$ cat src/rtl/tx_frame_sequencer.sv
// -----------------------------------------------------------------------------
// tx_frame_sequencer
//
// Purpose:
//   Streams one transmit frame out of the shared message RAM to the modulator.
//   A rising edge on i_transmit starts the frame. Bytes 0..len-1 are fetched
//   one at a time and handed over with a valid/ready handshake. A one-cycle
//   o_tx_done pulse then lets the control block clear its transmit bit.
//   The single RAM read port is shared with the host SPI, and the host always
//   wins it.
//
// Optional feature:
//   `TX_SEQ_SYNC_WORD_EN -- when defined, SYNC_WORD[15:8] and SYNC_WORD[7:0]
//   are presented ahead of the payload. These two bytes need no RAM access.
//
// Ports:
//   clk, reset_n        clock, asynchronous active-low reset
//   i_transmit          transmit request level (rising edge starts a frame,
//                       low level aborts a running frame)
//   i_msg_length        payload length in bytes, sampled at frame start
//   i_host_ram_req      host owns the RAM port this cycle
//   o_ram_rd/o_ram_addr RAM read strobe and address
//   i_ram_data          RAM read data, one cycle after o_ram_rd
//   o_byte/o_byte_valid byte to the modulator and its valid flag
//   i_byte_ready        modulator accepts the presented byte
//   o_tx_done           one-cycle pulse at the end of a completed frame
//   o_busy              high whenever the sequencer is not idle
// -----------------------------------------------------------------------------
module tx_frame_sequencer #(
   parameter int unsigned ADDR_W    = 10,
   parameter int unsigned MAX_LEN   = 1000,
   parameter logic [15:0] SYNC_WORD = 16'hD391
) (
   input  logic              clk,
   input  logic              reset_n,
   input  logic              i_transmit,
   input  logic [9:0]        i_msg_length,
   input  logic              i_host_ram_req,
   output logic              o_ram_rd,
   output logic [ADDR_W-1:0] o_ram_addr,
   input  logic [7:0]        i_ram_data,
   output logic [7:0]        o_byte,
   output logic              o_byte_valid,
   input  logic              i_byte_ready,
   output logic              o_tx_done,
   output logic              o_busy
);

   typedef enum logic [2:0] {
      S_IDLE    = 3'd0,
`ifdef TX_SEQ_SYNC_WORD_EN
      S_SYNC    = 3'd5,
`endif
      S_FETCH   = 3'd1,
      S_WAIT    = 3'd2,
      S_PRESENT = 3'd3,
      S_DONE    = 3'd4
   } state_e;

   localparam logic [9:0] MAX_LEN_L = 10'(MAX_LEN);

   state_e     state_q, state_d;
   logic       tx_dly_q, tx_dly_d;   // i_transmit delayed one cycle, for edge detect
   logic [9:0] len_q, len_d;
   logic [9:0] idx_q, idx_d;
   logic [7:0] byte_q, byte_d;
   logic       start;
   logic       abort;

`ifdef TX_SEQ_SYNC_WORD_EN
   // 0: first sync byte pending, 1: second sync byte pending, 2: payload
   logic [1:0] sync_cnt_q, sync_cnt_d;
`else
   // The sync word is only consumed when the preamble is compiled in.
   logic [15:0] unused_sync_word;
   assign unused_sync_word = SYNC_WORD;
`endif

   always_comb begin
      // NOTE: every always_comb target gets a default first, so no path leaves
      // one unassigned and infers a latch.
      state_d      = state_q;
      tx_dly_d     = i_transmit;
      len_d        = len_q;
      idx_d        = idx_q;
      byte_d       = byte_q;
`ifdef TX_SEQ_SYNC_WORD_EN
      sync_cnt_d   = sync_cnt_q;
`endif
      o_ram_rd     = 1'b0;
      o_ram_addr   = '0;
      o_byte_valid = 1'b0;
      o_tx_done    = 1'b0;
      start        = i_transmit & ~tx_dly_q;
      abort        = ~i_transmit & (state_q != S_IDLE) & (state_q != S_DONE);

      case (state_q)
         S_IDLE: begin
            if (start) begin
               len_d = (i_msg_length > MAX_LEN_L) ? MAX_LEN_L : i_msg_length;
               idx_d = '0;
`ifdef TX_SEQ_SYNC_WORD_EN
               sync_cnt_d = 2'd0;
               state_d    = S_SYNC;
`else
               state_d = (len_d == 10'd0) ? S_DONE : S_FETCH;
`endif
            end
         end
`ifdef TX_SEQ_SYNC_WORD_EN
         // Load the pending sync byte into the output register; it is
         // presented next cycle exactly like a payload byte.
         S_SYNC: begin
            byte_d  = sync_cnt_q[0] ? SYNC_WORD[7:0] : SYNC_WORD[15:8];
            state_d = S_PRESENT;
         end
`endif
         S_FETCH: begin
            o_ram_rd   = ~i_host_ram_req;
            o_ram_addr = ADDR_W'(idx_q);
            if (!i_host_ram_req) state_d = S_WAIT;
         end
         S_WAIT: begin
            byte_d  = i_ram_data;
            state_d = S_PRESENT;
         end
         S_PRESENT: begin
            // Gated by i_transmit so an abort in this cycle is never seen as
            // a completed handshake by the modulator.
            o_byte_valid = i_transmit;
            if (i_byte_ready) begin
`ifdef TX_SEQ_SYNC_WORD_EN
               if (sync_cnt_q != 2'd2) begin
                  sync_cnt_d = sync_cnt_q + 2'd1;
                  if (sync_cnt_q == 2'd0) state_d = S_SYNC;
                  else                    state_d = (len_q == 10'd0) ? S_DONE : S_FETCH;
               end else
`endif
               if (idx_q == len_q - 10'd1) begin
                  state_d = S_DONE;
               end else begin
                  idx_d   = idx_q + 10'd1;
                  state_d = S_FETCH;
               end
            end
         end
         S_DONE: begin
            o_tx_done = 1'b1;
            state_d   = S_IDLE;
         end
         default: state_d = S_IDLE;
      endcase

      // Abort overrides any handshake or progress decided above.
      if (abort) state_d = S_IDLE;
   end

   assign o_byte = byte_q;
   assign o_busy = (state_q != S_IDLE);

   // NOTE: sequential state uses non-blocking assignments so every flop
   // samples pre-edge values regardless of process ordering.
   always_ff @(posedge clk or negedge reset_n) begin
      if (!reset_n) begin
         state_q    <= S_IDLE;
         tx_dly_q   <= 1'b0;
         len_q      <= '0;
         idx_q      <= '0;
         byte_q     <= 8'h00;
`ifdef TX_SEQ_SYNC_WORD_EN
         sync_cnt_q <= 2'd0;
`endif
      end else begin
         state_q    <= state_d;
         tx_dly_q   <= tx_dly_d;
         len_q      <= len_d;
         idx_q      <= idx_d;
         byte_q     <= byte_d;
`ifdef TX_SEQ_SYNC_WORD_EN
         sync_cnt_q <= sync_cnt_d;
`endif
      end
   end

endmodule

$ cat config.mk
export PLATFORM = sky130hd
export DESIGN_NAME = tx_frame_sequencer
export DESIGN_NICKNAME = d
export VERILOG_FILES = /design/src/rtl/tx_frame_sequencer.sv
export SDC_FILE = /design/constraint.sdc
export NUM_CORES = 1
export LEC_CHECK = 0
export CAP_MARGIN = 20
export CORE_MARGIN = 2
export CORE_UTILIZATION = 54
export DETAILED_ROUTE_END_ITERATION = 16
export GPL_TIMING_DRIVEN = 0
export PLACE_DENSITY = 0.85
export SYNTH_ARGS = -nofsm -noshare
export SYNTH_HDL_FRONTEND = slang
export SYNTH_SLANG_ARGS = --single-unit
$ cat constraint.sdc
create_clock -name clk -period 6.13 [get_ports clk]
set_clock_uncertainty 0.2 [all_clocks]
set_input_delay 0.9195 -clock clk [delete_from_list [all_inputs] [get_ports clk]]
set_output_delay 0.9195 -clock clk [all_outputs]
set_load 0.02 [all_outputs]
==> metrics.csv, run 1 <==
stage,metric,value,unit
sta,relative slew slack,37.8,%
pwr,leak pwr,1.07,nW
cts,Max clock buf depth,2,
global_route,vias in the first global route,1830,
logic_synthesis,Syn Inst Count,219,
logic_synthesis,"EDFF count, synth",0,
logic_synthesis,Yosys warning total,0,
floorplanning,Core ar.,0.00361,mm2
logic_synthesis,ys flop type,dfrtp_1,
logic_synthesis,Syn Std Cell Area,0.00200,mm2
logic_synthesis,syn_area_per_cell,9.14,um2
global_route,Total GRT Usage,25.6,%
floorplanning,die area,0.00421,mm2
worst_setup_path,WP data arrival,2.60,ns
worst_setup_path,Worst path top cell family by delay,buffers and inverters,
sta,worst slew pin tran,0.925,ns
cells_and_area,number of inserted diodes,0,
cts,Clock Latency Late Sink,0.29,ns
sta,Fmax achieved,0.269,GHz
pwr,PD cells,338,mW/mm2
cts,CTS tree,built,
logic_synthesis,post-synth cell types,51,
cts,clock sink count,32,
pwr,peak supply drop,228,uV
route,Final ANT Viol Nets,0,
worst_setup_path,Worst Path Max Fanout,10,
worst_hold_path,Hold Path Sink,len_q[9],
route,# DRC,0,
placement,routability cong.,0.851,
logic_synthesis,asr flop ratio synth,100,%
route,Post-Route WL,4900,um
sta,final setup vio count,0,
worst_setup_path,Worst Reg-to-Reg Cells,10,
route,Via density,5.74,
worst_setup_path,Crit Path Class,flip-flop to output port,
route,Vias,1837,
cts,"Hold-fix buffers, CTS",0,
worst_hold_path,hold wc startpoint,len_q[9],
placement,IO buf count,44,
sta,WHS,0.310,ns
cells_and_area,fraction of layout cells with a size suffix above 1,11.0,%
sta,Sum Neg Setup Slack,0,ns
sta,RSZ-0062 raised after global routing,false,
worst_setup_path,CP Launch Type,flip-flop,
cts,root buf cell,clkbuf_8,
worst_setup_path,critical path's slowest cell,clkdlybuf4s50_1,
cts,H-Tree Depth,2,
sta,Final min period,3.72,ns
global_route,first-pass GRT wire length,8260,um
status,status,"finished, final reports clean",
worst_setup_path,Worst setup EP type,output port,
flow_run,Max Cap Viol,0,
cells_and_area,nets,296,
floorplanning,Die Ht,64.9,um
floorplanning,die extent in x,64.9,um
global_route,largest net degree at the start of global routing,33,
worst_setup_path,Reg-to-Reg End,idx_q[0],
route,Pre-antenna DRT Iters,4,
cts,Num CTS Buffers,5,
worst_hold_path,HP Class,flip-flop to flip-flop,
cts,Resize count post-CTS,0,
logic_synthesis,sequential area share after synthesis,40.0,%
logic_synthesis,syn nets,244,
sta,Fin. Hold Viols,0,
cells_and_area,fill count,267,
worst_setup_path,worst stage delay on the critical path,0.61,ns
worst_setup_path,RR Startpoint,len_q[0],
route,WL per Instance,15.3,um
worst_setup_path,CP cell instances,"clkbuf_1, nor2b_1, nor2b_1, clkbuf_1, and2_1, clkdlybuf4s50_1",
worst_setup_path,CP Buf/Inv Count,3,
logic_synthesis,"flops & latches, synth",32,
cts,number of post-CTS setup repair buffers,0,
cells_and_area,Area growth syn-to-layout,30.4,%
placement,post-DP HPWL,3580,um
worst_hold_path,Hold Crit Depth,2,
sta,Pins Over Slew Limit,0,
logic_synthesis,Synth area leaders,"dfrtp_1 40%, nand2_1 6.0%, mux2_2 4.5%",
sta,post-route clock period utilization,60.6,%
floorplanning,num rows,22,
cts,clock slew seen by the registers of the worst setup and hold paths,0.07,ns
floorplanning,I/O pins,45,
logic_synthesis,area share of the largest cell type after synthesis,40.0,%
floorplanning,initial cell density of the core,55.5,%
worst_setup_path,CP Data Required Time,5.01,ns
route,drt first-iter violations,99,
logic_synthesis,top cell type by total area after synthesis,dfrtp_1,
global_route,initial antenna violation count,0,
worst_setup_path,r2r setup slk,3.21,ns
global_route,GRT Residual Overflow,0,
[where the power goes]
| group | switching, mW | internal (mW) | total [mW] |
|---|---|---|---|
| Clock | 0.0829 | 0.121 | 0.203 |
| Sequential | 0.0438 | 0.265 | 0.309 |
| Combinational | 0.193 | 0.177 | 0.370 |
| Total | 0.320 | 0.562 | 0.882 |
[cells in the final DEF (no fill, tap or decap), types with 4 or more instances in the layout]
cell type / instances
a21oi_1: 8
and2_1: 13
clkbuf_1: 6
clkbuf_8: 5
clkdlybuf4s50_1: 43
dfrtp_1: 32
inv_1: 8
mux2_2: 8
mux2i_1: 5
nand2_1: 32
nand3_1: 7
nor2_1: 14
nor3_1: 6
nor4_1: 5
o211ai_1: 4
o21ai_0: 10
o21ai_1: 4
or3_1: 7
xnor2_1: 7
xor2_1: 6
[metal layers]
metal | track usage, % | part of all wire, % | vias to the layer above
li1 | - | - | 871
met1 | 30.3 | 41 | 880
met2 | 43.6 | 50 | 79
met3 | 7.47 | 7.8 | 7
met4 | 9.84 | 1.2 | 0
met5 | 0 | 0 | -
[synth_stat cells, types with 5 or more instances]
cell type / number
dfrtp_1: 32
nand2_1: 32
nor2_1: 14
and2_1: 13
o21ai_0: 10
a21oi_1: 8
inv_1: 8
mux2_2: 8
nand3_1: 7
or3_1: 7
xnor2_1: 7
nor3_1: 6
xor2_1: 6
clkbuf_1: 5
mux2i_1: 5
nor4_1: 5
[layout make-up]
cell class	count	area, um2	area share, %
plain buffers	10	80.1	3.07
multi-input cells	169	1090	41.8
flip-flops and latches	32	801	30.7
clock buffers	6	72.6	2.78
repair buffers	45	440	16.9
clock inverters	2	35.0	1.34
inverters	8	30.0	1.15
well taps	48	60.1	2.30
[worst max-delay path by stage]
stage	from	to	depth (start not counted)
6_report	state_q[0]	o_ram_addr[3]	6
5_1_grt	state_q[0]	o_ram_addr[2]	6
4_1_cts	state_q[0]	o_ram_addr[3]	6
3_5_place_dp	state_q[0]	o_ram_addr[3]	6
3_3_place_gp	state_q[0]	o_ram_addr[3]	6
2_1_floorplan	len_q[0]	idx_q[8]	9
[per-stage QoR]
| step | cells | cell area, um2 | utilization, % | power (mW) | setup WS [ns] |
|---|---|---|---|---|---|
| 2_1_floorplan | 219 | 2000 | - | 0.546 | 3.49 |
| 3_3_place_gp | 311 | 2500 | 69.4 | 0.666 | 2.77 |
| 3_5_place_dp | 311 | 2500 | 69.2 | 0.679 | 2.71 |
| 4_1_cts | 319 | 2600 | 72.2 | 0.885 | 2.39 |
| 5_1_grt | 320 | 2610 | 72.3 | 0.931 | 2.18 |
| 6_report | 320 | 2610 | 72.3 | 0.882 | 2.41 |
[cell families (layout without fill, tap and decap cells)]
family	after synthesis	count (layout)	share of synthesized area (%)
fa+ha+maj	2	2	1.25
mux	13	13	7.00
compound gates	40	40	13.4
flops	32	32	40.0
buf+inv	18	71	5.50
xor+xnor	13	13	5.69
simple gates	101	101	27.1
[worst reg2reg max path, cell delays in order (launching register included)]
cell	delay, ns
dfrtp_1	0.43
inv_1	0.09
ha_1	0.24
or4b_4	0.51
xnor2_1	0.14
nor4_1	0.43
nor3_4	0.12
nor2_2	0.20
buf_4	0.21
nor2_1	0.10
mux2i_1	0.12
[registers in the layout, summed over array words and instances, names as in the netlist]
name,cells
state_q,3
o_byte,8
tx_dly_q,1
idx_q,10
len_q,10
Note: power is estimated with default switching activity, not from simulation.
==> run 2, diff against run 1 <==
- CORE_UTILIZATION: 54 -> 45
- PLACE_DENSITY: 0.85 -> 0.76
- clock period: 6.13 -> 3.4 ns (I/O delays scaled with it)
==> metrics.csv, run 2 (synthesis results as in run 1) <==
stage,metric,value,unit
floorplanning,Core ar.,0.00432,mm2
cts,Resize count post-CTS,0,
pwr,Reg power frac,36.5,%
sta,Pins Over Slew Limit,0,
route,WL per Instance,13.7,um
worst_setup_path,r2r setup slk,0.51,ns
pwr,combinational group share of total power,43.8,%
global_route,initial antenna violation count,0,
floorplanning,die area,0.00499,mm2
pwr,internal power,0.963,mW
pwr,switch share,36.4,%
sta,Sum Neg Setup Slack,0,ns
sta,RSZ-0062 raised after global routing,false,
cts,Num CTS Buffers,5,
cts,"Hold-fix buffers, CTS",0,
route,Post-Route WL,4430,um
global_route,largest net degree at the start of global routing,33,
sta,worst slew pin tran,0.795,ns
floorplanning,I/O pins,45,
placement,Placed Cells,315,
floorplanning,initial cell density of the core,46.3,%
placement,routability cong.,0.819,
global_route,Total GRT Usage,19.1,%
cells_and_area,most frequent cells in the layout,"43 x clkdlybuf4s50_1, 32 x nand2_1, 32 x dfrtp_1",
route,Via density,5.47,
worst_setup_path,Worst setup endpoint,o_ram_addr[3],
worst_hold_path,HP Class,primary input to async pin,
floorplanning,die extent in x,70.7,um
worst_setup_path,Worst Reg-to-Reg Cells,10,
worst_setup_path,Worst Path Max Fanout,10,
cts,number of post-CTS setup repair buffers,0,
sta,relative slew slack,46.5,%
worst_setup_path,WP data arrival,2.42,ns
pwr,peak supply drop,360,uV
cts,Max clock buf depth,2,
worst_setup_path,Crit Path Class,flip-flop to output port,
cts,H-Tree Depth,2,
route,Final ANT Viol Nets,0,
global_route,GRT Residual Overflow,0,
pwr,leak pwr,1.07,nW
worst_setup_path,CP Data Required Time,2.69,ns
route,Vias,1771,
pwr,PD cells,583,mW/mm2
worst_setup_path,Reg-to-Reg End,state_q[2],
placement,post-DP HPWL,3340,um
route,# DRC,0,
cts,CTS tree,built,
worst_setup_path,RR Startpoint,len_q[0],
cells_and_area,"most common cell after layout, fill and taps aside",clkdlybuf4s50_1,
global_route,vias in the first global route,1700,
cts,root buf cell,clkbuf_8,
sta,post-route clock period utilization,92.2,%
cts,Clock Latency Late Sink,0.28,ns
cells_and_area,nets,296,
worst_setup_path,Worst Setup SP,state_q[0],
floorplanning,Die Ht,70.7,um
cts,clock sink count,32,
sta,final setup vio count,0,
sta,Final min period,3.13,ns
cells_and_area,number of inserted diodes,0,
pwr,P_sw,0.552,mW
pwr,clock power share,19.7,%
worst_setup_path,Worst setup EP type,output port,
cts,clock slew seen by the registers of the worst setup and hold paths,0.06,ns
status,status,"finished, final reports clean",
placement,IO buf count,44,
sta,Fin. Hold Viols,0,
route,Pre-antenna DRT Iters,4,
floorplanning,num rows,24,
cells_and_area,Finished Layout Cells,324,
cells_and_area,fraction of layout cells with a size suffix above 1,11.0,%
route,drt first-iter violations,61,
flow_run,Max Cap Viol,0,
sta,Fmax achieved,0.319,GHz
global_route,first-pass GRT wire length,7670,um
cells_and_area,Area growth syn-to-layout,29.8,%
worst_setup_path,CP Launch Type,flip-flop,
-- run 2: worst min path at each step --
stage / start / to / cells after the start
global placement: o_byte[7] / o_byte[7] / 1
CTS: reset_n / o_byte[2] / 1
floorplan: reset_n / idx_q[0] / 0
detailed placement: o_byte[0] / o_byte[0] / 1
global route: reset_n / o_byte[2] / 1
finish: reset_n / o_byte[6] / 1
-- run 2: worst max-delay path: stages (launching register included) --
cell	delay, ns
dfrtp_1	0.32
clkbuf_1	0.28
nor2b_1	0.35
nor2b_1	0.20
clkbuf_2	0.22
and2_1	0.15
clkdlybuf4s50_1	0.62
-- run 2: layout make-up --
class / instances / area (um2)
inverter: 8 / 30.0
buffer: 10 / 81.3
timing repair buffer: 45 / 440
tap: 52 / 65.1
sequential: 32 / 801
multi-input combinational: 169 / 1090
clock buffer: 8 / 90.1
fill: 409 / 1730
-- run 2: power groups by stage --
stage	clock network [mW]	logic [mW]	registers, mW
6_report	0.298	0.664	0.553
5_1_grt	0.328	0.728	0.570
4_1_cts	0.308	0.665	0.554
3_5_place_dp	0	0.660	0.560
3_3_place_gp	0	0.653	0.556
2_1_floorplan	0	0.380	0.604
-- run 2: per-stage QoR --
step / cell area (um2) / util (%) / hold slack [ns] / power, mW / setup slack, ns
3_5_place_dp: 2500 / 57.8 / 0.296 / 1.22 / 0.449
5_1_grt: 2600 / 60.1 / 0.132 / 1.63 / 0.0617
2_1_floorplan: 2000 / - / 0.0144 / 0.984 / 0.757
4_1_cts: 2590 / 59.9 / 0.102 / 1.53 / 0.132
3_3_place_gp: 2510 / 58.0 / 0.289 / 1.21 / 0.473
6_report: 2600 / 60.1 / 0.0847 / 1.51 / 0.267
-- run 2: per-layer routing --
layer,global-route usage (%),wire (um),up-vias
li1,-,-,875
met2,31.1,2090,54
met4,3.35,27,0
met5,0,0,-
met3,6.84,294,3
met1,25.0,2020,839
==> edit, RTL diff (flow settings as in run 2) <==
Add a define of `TX_SEQ_SYNC_WORD_EN`.
--- a/src/rtl/tx_frame_sequencer.sv
+++ b/src/rtl/tx_frame_sequencer.sv
@@ -28,2 +28,4 @@
 // -----------------------------------------------------------------------------
+`define TX_SEQ_SYNC_WORD_EN
+
 module tx_frame_sequencer #(
Formal check against the unedited RTL: not equivalent (Yosys sat finds a counterexample within 4 cycles, from zero or initial values and one cycle with reset_n low).
==> edit against run 2 <==
- core utilization is 0.19 points higher
- final area increased by 10%
- global-route usage grew 1.6 points
- wire length up 17%
- final cell count grew 21%
- total power rose by 34%
- setup slack worse by 0.011 ns
- synthesized area grew 12%
- sequential cell count grew 2
- critical endpoint is now o_ram_addr[9]
==> edit: results (changes against run 2) <==
place:
  hpwl_um: 3900  # +17%
  place_area_sq_um: 2760  # +10%
  pre_cts_ws_ns: 0.300  # -0.150 ns
  gp_congestion: 0.865  # +5.6%
clock_tree:
  root_buffer: "clkbuf_8"
  clk_latency_ns: 0.29
  cts.reportedPaths.clkPinSlew_ns: 0.07
  cts_setup_buffers: 0  # unchanged
  htreeDepth: 2  # unchanged
grt:
  grt_pass1_wl_um: 8790  # +15%
  grt_max_degree: 35  # +6.1%
  grt.total_usage_pct: 20.6  # +1.6 points
  grt_pass1_vias: 1866  # +9.8%
  grt_use_met1_pct: 29.0  # +4.0 points
  antenna_found_initial: 0  # unchanged
  grt.met2_usage_pct: 32.5  # +1.4 points
  met3_usage_pct: 4.34  # -2.5 points
power_and_ir_drop:
  p_int_mw: 1.17  # +22%
  p_comb_mw: 1.03  # +55%
  peakVddDrop_mv: 0.471  # +31%
  seqPwrFrac_pct: 31.0  # -5.5 points
  power.leakage_nw: 1.16  # +8.6%
  p_seq_mw: 0.629  # +14%
drt:
  vias: 2122  # +20%
  drtIter0Drc: 121  # +98%
  wire_per_inst_um: 13.2  # -3.4%
synth:
  synth_cell_types: 48  # -5.9%
  synth_area_leaders: "dfrtp_1, nand2_1, a21oi_1"
  yosysWarnings: 0  # unchanged
  yosysSeqAreaShare_pct: 38.0  # -2.0 points
  avgSynthCellArea_sq_um: 8.16  # -11%
  async_flop_share_pct: 100  # unchanged
  synth_fp_nets: 301  # +23%
  synth_common_cells: "nand2_1, dfrtp_1, nor2_1"
  ys.flop_type: "dfrtp_1"
worst_setup_path:
  r2r-start: "len_q[0]"
  r2r_end: "idx_q[5]"
  r2r_cells: 11  # +1
  endpoint: "o_ram_addr[9]"
  crit_arrival_ns: 2.43
  critPathLaunch: "state_q[0]"
  path_max_fanout: 10  # unchanged
  r2r_slack_ns: 0.28  # -0.23 ns
outcome:
  outcome: "finished, final reports clean"
finish:
  fin_nets: 352  # +19%
  diodes: 0  # unchanged
  fin_cells: 393  # +21%
  drive_above_1_share_pct: 4.91  # -6.1 points
sta:
  max_slew_margin_pct: 47.9  # +1.4 points
edit: changes by cell type after synthesis, moves of 4 or more:
cell	delta
a21oi_1	+8
clkbuf_1	+8
inv_1	+4
mux2_2	-7
nand2_1	+9
nand2b_1	+6
nand3_1	+4
nor2_1	+5
nor2b_1	+6
o21ai_0	+6
or3_1	-5
or4_1	+6
edit: layer usage:
| metal | vias to the layer above | wire length, um | part of all wire, % |
|---|---|---|---|
| met1 | 1000 | 2420 | 47 |
| met4 | 0 | 62 | 1.2 |
| met3 | 6 | 232 | 4.5 |
| met5 | - | 0 | 0 |
| met2 | 45 | 2470 | 48 |
| li1 | 1071 | - | - |
edit: worst max-delay path: stages, from the launching register on:
cell and delay, ns:
dfrtp_1 0.38, clkbuf_1 0.31, nor3b_1 0.31, clkbuf_1 0.34
and2_1 0.20, clkdlybuf4s50_1 0.61
edit: cell families after synthesis:
logic type      share of synthesized area [%]
compound gates                           19.0
xor+xnor                                 3.52
fa+ha+maj                                2.24
buf+inv                                  5.59
flops                                    38.0
mux                                      2.74
simple gates                             28.9
edit: area by class of cell:
class                           instances  area, sq um
Clock buffer                            5         68.8
Buffer                                 17         80.1
Inverter                               12         45.0
Fill cell                             459         1890
Clock inverter                          3         40.0
Multi-Input combinational cell        211         1260
Tap cell                               67         83.8
Timing Repair Buffer                   44          435
Sequential cell                        34          851
edit: worst min-delay path by stage:
| stage | from | endpoint | slack, ns |
|---|---|---|---|
| final | reset_n | o_byte[7] | 0.1 |
| after global routing | reset_n | o_byte[7] | 0.15 |
| after CTS | reset_n | o_byte[7] | 0.11 |
| after detailed placement | len_q[9] | len_q[9] | 0.31 |
| after global placement | len_q[9] | len_q[9] | 0.30 |
| after floorplan | reset_n | idx_q[0] | 0.01 |
